===== src/rtl/field_damper_pkg.sv =====
// fluid_pkg: shared constants, cell/impulse types and the sweep FSM state
// encoding for the velocity-field update stage (field_damper).
package fluid_pkg;

  localparam int FIELD_WIDTH  = 80;
  localparam int FIELD_HEIGHT = 60;
  localparam int FIELD_SIZE   = FIELD_WIDTH * FIELD_HEIGHT;
  localparam int FIELD_ADDRW  = 13;
  localparam int FIELD_DATAW  = 96;

  // Q16.16 fixed point: directions are signed, magnitudes unsigned.
  typedef logic signed [31:0] q16_16_s_t;
  typedef logic        [31:0] q16_16_u_t;

  // One BRAM word: [95:64] xn, [63:32] yn, [31:0] mag.
  typedef struct packed {
    q16_16_s_t xn;
    q16_16_s_t yn;
    q16_16_u_t mag;
  } field_cell_t;

  // Impulse request as latched at sweep start.
  typedef struct packed {
    logic      valid;
    logic [6:0] x;
    logic [5:0] y;
    q16_16_s_t xn;
    q16_16_s_t yn;
    q16_16_u_t mag;
  } impulse_t;

  typedef enum logic [1:0] {
    ST_IDLE,
    ST_SWEEP,
    ST_DRAIN,
    ST_FINISH
  } damper_state_t;

  // Unsigned add that clamps at all-ones instead of wrapping.
  function automatic q16_16_u_t sat_add_u32(input q16_16_u_t a, input q16_16_u_t b);
    logic [32:0] sum;
    sum = {1'b0, a} + {1'b0, b};
    return sum[32] ? 32'hFFFF_FFFF : sum[31:0];
  endfunction

endpackage


===== src/rtl/field_damper_if.sv =====
// field_damper_if: sweep control, impulse request and BRAM port bundle.
// master = controller/BRAM side, slave = field_damper.
interface field_damper_if;
  import fluid_pkg::*;

  logic                   start;
  logic                   busy;
  logic                   done;
  logic                   inj_valid;
  logic [6:0]             inj_x;
  logic [5:0]             inj_y;
  logic [31:0]            inj_xn;
  logic [31:0]            inj_yn;
  logic [31:0]            inj_mag;
  logic [FIELD_ADDRW-1:0] field_addr_read;
  logic [FIELD_DATAW-1:0] field_data_out;
  logic [FIELD_ADDRW-1:0] field_addr_write;
  logic [FIELD_DATAW-1:0] field_data_in;
  logic                   field_we;

  modport master (
    output start, inj_valid, inj_x, inj_y, inj_xn, inj_yn, inj_mag, field_data_out,
    input  busy, done, field_addr_read, field_addr_write, field_data_in, field_we
  );

  modport slave (
    input  start, inj_valid, inj_x, inj_y, inj_xn, inj_yn, inj_mag, field_data_out,
    output busy, done, field_addr_read, field_addr_write, field_data_in, field_we
  );

endinterface


===== src/rtl/field_damper_cell_update.sv =====
// field_cell_update: combinational per-cell update. Damps the magnitude,
// zeroes cells that fall below MAG_MIN, then overlays the impulse if this
// cell is the impulse target.
module field_cell_update
  import fluid_pkg::*;
#(
  parameter int unsigned DAMP_SHIFT = 4,
  parameter logic [31:0] MAG_MIN    = 32'h0000_0100
) (
  input  field_cell_t cell_i,
  input  logic [6:0]  col_i,
  input  logic [5:0]  row_i,
  input  impulse_t    imp_i,
  output field_cell_t cell_o
);

  q16_16_u_t damped;
  logic      hit;

  // Damping first, impulse second, so an impulse always lands at full strength.
  always_comb begin
    cell_o     = cell_i;
    damped     = cell_i.mag - (cell_i.mag >> DAMP_SHIFT);
    cell_o.mag = damped;
    if (damped < MAG_MIN) begin
      cell_o = '0;
    end
    hit = imp_i.valid && (col_i == imp_i.x) && (row_i == imp_i.y);
    if (hit) begin
      cell_o.xn  = imp_i.xn;
      cell_o.yn  = imp_i.yn;
      cell_o.mag = sat_add_u32(cell_o.mag, imp_i.mag);
    end
  end

endmodule


===== src/rtl/field_damper.sv =====
// field_damper: per-frame read-modify-write sweep over the velocity field.
// Read at t, update registered at t+1, write at t+2; one cell per cycle.
// Optional macro FIELD_DAMPER_STATS_EN adds the active_cells output.
module field_damper
  import fluid_pkg::*;
#(
  parameter int unsigned DAMP_SHIFT = 4,
  parameter logic [31:0] MAG_MIN    = 32'h0000_0100
) (
  input  logic               clk,
  input  logic               rst_n,
  field_damper_if.slave      bus
`ifdef FIELD_DAMPER_STATS_EN
  ,
  output logic [12:0]        active_cells
`endif
);

  localparam logic [FIELD_ADDRW-1:0] LAST_ADDR = FIELD_ADDRW'(FIELD_SIZE - 1);
  localparam logic [6:0]             LAST_COL  = 7'(FIELD_WIDTH - 1);

  damper_state_t          state_q, state_d;
  logic [FIELD_ADDRW-1:0] rd_addr_q, rd_addr_d;
  logic [6:0]             col_q, col_d;
  logic [5:0]             row_q, row_d;
  impulse_t               imp_q, imp_d;

  // Stage 1 tracks the cell whose data is on field_data_out this cycle.
  logic                   v1_q;
  logic [FIELD_ADDRW-1:0] addr1_q;
  logic [6:0]             col1_q;
  logic [5:0]             row1_q;

  // Stage 2 is the write port.
  logic                   we_q;
  logic [FIELD_ADDRW-1:0] waddr_q;
  field_cell_t            wdata_q;
  field_cell_t            upd_cell;

  field_cell_update #(
    .DAMP_SHIFT (DAMP_SHIFT),
    .MAG_MIN    (MAG_MIN)
  ) u_cell_update (
    .cell_i (field_cell_t'(bus.field_data_out)),
    .col_i  (col1_q),
    .row_i  (row1_q),
    .imp_i  (imp_q),
    .cell_o (upd_cell)
  );

  assign bus.busy             = (state_q == ST_SWEEP) || (state_q == ST_DRAIN);
  assign bus.done             = (state_q == ST_FINISH);
  assign bus.field_addr_read  = rd_addr_q;
  assign bus.field_addr_write = waddr_q;
  assign bus.field_data_in    = wdata_q;
  assign bus.field_we         = we_q;

  // Next-state logic: address/col/row counters advance together during SWEEP.
  always_comb begin
    state_d   = state_q;
    rd_addr_d = rd_addr_q;
    col_d     = col_q;
    row_d     = row_q;
    imp_d     = imp_q;
    unique case (state_q)
      ST_IDLE: begin
        if (bus.start) begin
          imp_d     = '{valid: bus.inj_valid, x: bus.inj_x, y: bus.inj_y,
                        xn: bus.inj_xn, yn: bus.inj_yn, mag: bus.inj_mag};
          rd_addr_d = '0;
          col_d     = '0;
          row_d     = '0;
          state_d   = ST_SWEEP;
        end
      end
      ST_SWEEP: begin
        if (rd_addr_q == LAST_ADDR) begin
          rd_addr_d = '0;
          col_d     = '0;
          row_d     = '0;
          state_d   = ST_DRAIN;
        end else begin
          rd_addr_d = rd_addr_q + 1'b1;
          if (col_q == LAST_COL) begin
            col_d = '0;
            row_d = row_q + 1'b1;
          end else begin
            col_d = col_q + 1'b1;
          end
        end
      end
      // Leave once the final write is on the port and nothing is behind it.
      ST_DRAIN:  if (we_q && !v1_q) state_d = ST_FINISH;
      ST_FINISH: state_d = ST_IDLE;
      default:   state_d = ST_IDLE;
    endcase
  end

  // State, counters and the two pipeline stages.
  always_ff @(posedge clk) begin
    if (!rst_n) begin
      state_q   <= ST_IDLE;
      rd_addr_q <= '0;
      col_q     <= '0;
      row_q     <= '0;
      imp_q     <= '0;
      v1_q      <= 1'b0;
      addr1_q   <= '0;
      col1_q    <= '0;
      row1_q    <= '0;
      we_q      <= 1'b0;
      waddr_q   <= '0;
      wdata_q   <= '0;
    end else begin
      state_q   <= state_d;
      rd_addr_q <= rd_addr_d;
      col_q     <= col_d;
      row_q     <= row_d;
      imp_q     <= imp_d;
      v1_q      <= (state_q == ST_SWEEP);
      addr1_q   <= rd_addr_q;
      col1_q    <= col_q;
      row1_q    <= row_q;
      we_q      <= v1_q;
      if (v1_q) begin
        waddr_q <= addr1_q;
        wdata_q <= upd_cell;
      end
    end
  end

`ifdef FIELD_DAMPER_STATS_EN
  logic [12:0] nz_cnt_q;
  logic [12:0] active_q;

  // Count non-zero written cells; publish the total as FINISH begins.
  always_ff @(posedge clk) begin
    if (!rst_n) begin
      nz_cnt_q <= '0;
      active_q <= '0;
    end else begin
      if (state_q == ST_IDLE && bus.start) begin
        nz_cnt_q <= '0;
      end else if (v1_q && (upd_cell.mag != '0)) begin
        nz_cnt_q <= nz_cnt_q + 1'b1;
      end
      if (state_q == ST_DRAIN && state_d == ST_FINISH) begin
        active_q <= nz_cnt_q;
      end
    end
  end

  assign active_cells = active_q;
`endif

endmodule


===== src/flat_wrapper.sv =====
// flat-port wrapper written by rule: the top's interface ports become plain ports
module field_damper_flat import fluid_pkg::*;
#(
  parameter int unsigned DAMP_SHIFT = 4,
  parameter logic [31:0] MAG_MIN    = 32'h0000_0100
)
  (clk, rst_n, bus_start, bus_inj_valid, bus_inj_x, bus_inj_y, bus_inj_xn, bus_inj_yn, bus_inj_mag, bus_field_data_out, bus_busy, bus_done, bus_field_addr_read, bus_field_addr_write, bus_field_data_in, bus_field_we);
  field_damper_if bus_i ();
  input  logic clk;
  input  logic rst_n;
  input wire logic [$bits(bus_i.start)-1:0] bus_start;
  input wire logic [$bits(bus_i.inj_valid)-1:0] bus_inj_valid;
  input wire logic [$bits(bus_i.inj_x)-1:0] bus_inj_x;
  input wire logic [$bits(bus_i.inj_y)-1:0] bus_inj_y;
  input wire logic [$bits(bus_i.inj_xn)-1:0] bus_inj_xn;
  input wire logic [$bits(bus_i.inj_yn)-1:0] bus_inj_yn;
  input wire logic [$bits(bus_i.inj_mag)-1:0] bus_inj_mag;
  input wire logic [$bits(bus_i.field_data_out)-1:0] bus_field_data_out;
  output wire logic [$bits(bus_i.busy)-1:0] bus_busy;
  output wire logic [$bits(bus_i.done)-1:0] bus_done;
  output wire logic [$bits(bus_i.field_addr_read)-1:0] bus_field_addr_read;
  output wire logic [$bits(bus_i.field_addr_write)-1:0] bus_field_addr_write;
  output wire logic [$bits(bus_i.field_data_in)-1:0] bus_field_data_in;
  output wire logic [$bits(bus_i.field_we)-1:0] bus_field_we;
  assign bus_i.start = bus_start;
  assign bus_i.inj_valid = bus_inj_valid;
  assign bus_i.inj_x = bus_inj_x;
  assign bus_i.inj_y = bus_inj_y;
  assign bus_i.inj_xn = bus_inj_xn;
  assign bus_i.inj_yn = bus_inj_yn;
  assign bus_i.inj_mag = bus_inj_mag;
  assign bus_i.field_data_out = bus_field_data_out;
  assign bus_busy = bus_i.busy;
  assign bus_done = bus_i.done;
  assign bus_field_addr_read = bus_i.field_addr_read;
  assign bus_field_addr_write = bus_i.field_addr_write;
  assign bus_field_data_in = bus_i.field_data_in;
  assign bus_field_we = bus_i.field_we;
  field_damper #(.DAMP_SHIFT(DAMP_SHIFT), .MAG_MIN(MAG_MIN)) u_core (.clk(clk), .rst_n(rst_n), .bus(bus_i));
endmodule

===== config.mk =====
export PLATFORM = sky130hd
export DESIGN_NAME = field_damper_flat
export DESIGN_NICKNAME = d
export VERILOG_FILES = /design/src/rtl/field_damper_pkg.sv /design/src/rtl/field_damper_if.sv /design/src/rtl/field_damper_cell_update.sv /design/src/rtl/field_damper.sv /design/src/flat_wrapper.sv
export SDC_FILE = /design/constraint.sdc
export NUM_CORES = 1
export LEC_CHECK = 0
export BUFFER_PORTS_ARGS = -buffer_cell sky130_fd_sc_hd__buf_2
export CAP_MARGIN = 15
export CELL_PAD_IN_SITES_DETAIL_PLACEMENT = 0
export CELL_PAD_IN_SITES_GLOBAL_PLACEMENT = 1
export CORE_ASPECT_RATIO = 1.1
export CORE_MARGIN = 5
export CORE_UTILIZATION = 41
export CTS_BUF_LIST = sky130_fd_sc_hd__clkbuf_8
export CTS_CLUSTER_DIAMETER = 80
export DETAILED_ROUTE_END_ITERATION = 7
export PLACE_DENSITY_LB_ADDON = 0.1
export SYNTH_ARGS = -nofsm -noshare
export SYNTH_HDL_FRONTEND = slang
export SYNTH_HIERARCHICAL = 1
export SYNTH_SLANG_ARGS = --single-unit

===== constraint.sdc =====
create_clock -name clk -period 10.85 [get_ports clk]
set_input_delay 2.17 -clock clk [delete_from_list [all_inputs] [get_ports clk]]
set_output_delay 2.17 -clock clk [all_outputs]
set_load 0.02 [all_outputs]

==> results.md <==
* Mapped cell area at 0.0150 mm^2
* Crit path launch type: input port
* Crit-path slowest cell: buf_4
* Status: completed
* Worst hold-check path type: reg2reg
* Final setup violating endpoints at 0
* Worst skew pair latency at 0.62 ns
* Max-slew violation count at 0
* Die area at 0.0406 mm^2
* Final Cell Area at 0.0180 mm^2
* CP Max Fanout at 60
* Max Freq at 115 MHz
* Starting DRT DRC Count at 679
* TritonCTS Buffers at 49
* Final ANT Viol Nets at 0
* Final hold vios at 0
* Drt drc at 0
* Req. time, crit path at 11.33 ns
* CTS clk-pin slew, worst paths at 0.06 ns
* All-Layer GR Usage at 22.8%
* Power Dens Cells at 193 mW/mm^2
* I/O pin count at 334
* First-pass GRT wire length at 75,000 um
* I/O Buffers at 333
* GRT Residual Overflow at 0
* Post-CTS Setup Inserts at 0
* Critical Path Sink Type: register
* Cts-stage hold buffer count at 0
* Number of global-route vias before repair at 14,000
* Hold_ws at 0.454 ns
* Die X-Extent at 193 um
* Largest net degree at the start of global routing at 97
* Asr flop ratio synth at 0%
* Post-synth cell types at 74
* CTS root buffer: clkbuf_8
* Crit-path max cell delay at 0.67 ns
* Initial antenna violation count at 6
* Synthesized Nets at 2,191
* Seq/Total Area, Yosys at 36.6%
* Post-DP HPWL at 34,600 um
* Fill count at 3,719
* Height of the die at 211 um
* Row cnt at 73
* Post-Syn Area per Cell at 7.87 um^2
* Routed wire length at 48,100 um
* Worst Setup Path Type: in2reg
* Slew @ Worst Pin at 1.12 ns
* CTS tree: done
* Peak VDD IR at 0.000117 V
* RSZ-0062 raised after global routing: no
* Setup TNS at 0 ns
* Via density at 5.19
* Synth Flop Type: dfxtp_1
* Post_cts resized at 0
* DRT Pass-1 Iters at 5
* Top cells by count, synth: nand2_1, dfxtp_1, nor2_1, a21oi_1
* WL/cell at 17.7 um
* Period utilization at 80.2%
* Final Skew at 0.0224 ns
* Worst EP arrival at 9.18 ns
* Dpl cells at 2,631
* Nets at 2,474
* Register bit total from synthesis at 275
* Clk buf depth at 3
* DP Area at 0.0170 mm^2
* Count leader, synth: nand2_1
* Number of synthesized flops with an enable pin at 0
* Area grow syn2layout at 19.7%
* Clk sink count at 275
* Synth top area cells: dfxtp_1, nand2_1, mux2i_1, a21oi_1, ha_1
* Max Cap Viol at 0
* Layout cells sized above 1 at 20.3%
* Lkg Pwr at 8.01 nW
* Core area at 0.0362 mm^2
* Worst slew margin at 25.2%
* Ys Warns at 6
* Final std cells w/o fill at 2,724
* Synth area leader: dfxtp_1
* Initial Util at 41.6%
* Total power at 0.00347 W
* Top-area cell type share of the netlist area at 36.6%
* Tmin final at 8.70 ns
* H-tree levels at 2
* Placer Congestion at 0.885
* Synthesized instance count at 1,912
* Vias at 14,200
==> cell families after synthesis <==
kind of cell	count (synthesis)	synth area share [%]
fa+ha+maj	70	5.92
mux	112	7.46
compound gates	421	18.0
xor+xnor	80	4.66
buf+inv	230	6.00
simple gates	724	21.4
flops	275	36.6
==> layer usage <==
metal | global-route usage [%] | wire (um)
met1 | 28.0 | 20300
met2 | 39.0 | 23700
met4 | 8.48 | 1640
met3 | 5.32 | 2480
met5 | 0 | 39
==> worst max-delay path: cells and delay by family <==
| kind | cells | cell delay [ns] |
|---|---|---|
| XOR/XNOR | 1 | 0.19 |
| buffers and inverters | 3 | 0.77 |
| adder cells (fa/ha/maj) | 3 | 0.97 |
| multiplexers | 1 | 0.15 |
| AND/OR/NAND/NOR | 8 | 1.69 |
| AO/OA/AOI/OAI | 12 | 3.19 |
==> state kept, by name, summed over array words and instances, names as in the netlist <==
signal / count
u_core/imp_q: 110
u_core/bus.field_data_in: 96
u_core/addr1_q: 13
u_core/bus.field_addr_read: 13
u_core/bus.field_addr_write: 13
u_core/col1_q: 7
u_core/col_q: 7
u_core/row1_q: 6
u_core/row_q: 6
u_core/state_q: 2
u_core/bus.field_we: 1
u_core/v1_q: 1
==> final timing paths <==
kind                            startpoint                                       end  slack, ns  cells past startpoint
min reg2reg  u_core/imp_q[41]$_SDFFE_PN0P_             u_core/imp_q[41]$_SDFFE_PN0P_       0.45                      2
max reg2reg   u_core/imp_q[0]$_SDFFE_PN0P_  u_core/bus.field_data_in[4]$_SDFFE_PN0P_       6.76                     14
max                  bus_field_data_out[0]  u_core/bus.field_data_in[4]$_SDFFE_PN0P_       2.15                     28
min          u_core/imp_q[41]$_SDFFE_PN0P_             u_core/imp_q[41]$_SDFFE_PN0P_       0.45                      2
==> final cells by class <==
cell class / count / area, um^2 / area share (%)
Sequential cell: 275 / 5510 / 30.6
Inverter: 112 / 425 / 2.36
Multi-Input combinational cell: 1407 / 8670 / 48.1
Clock inverter: 31 / 213 / 1.18
Antenna cell: 5 / 12.5 / 0.0694
Clock buffer: 57 / 785 / 4.35
Timing Repair Buffer: 350 / 1790 / 9.96
Tap cell: 487 / 609 / 3.38
==> cells in the final DEF (no fill, tap or decap), types with 26 or more instances in the layout <==
cell type,instances
nand2_1,337
and2_1,31
ha_1,68
dfxtp_1,274
xnor2_1,56
clkbuf_8,57
a21oi_1,187
inv_1,121
a21o_1,29
o21ai_0,26
nor2_1,201
mux2i_1,111
buf_2,333
o31ai_1,70
==> stage by stage <==
step | setup WS, ns | util (%)
6_report | 2.15 | 49.8
5_1_grt | 1.53 | 49.8
4_1_cts | 2.23 | 49.8
3_5_place_dp | 1.61 | 47.0
3_3_place_gp | 1.73 | 47.0
2_1_floorplan | 2.59 | -
==> where the power goes <==
group	leakage [nW]	switching, W	total (W)	internal (W)
registers	2.24	0.000114	0.00127	0.00115
clock network	0.573	0.000452	0.000984	0.000532
logic	5.19	0.000758	0.00122	0.000463
No activity file was read; power rests on OpenSTA's default activity.
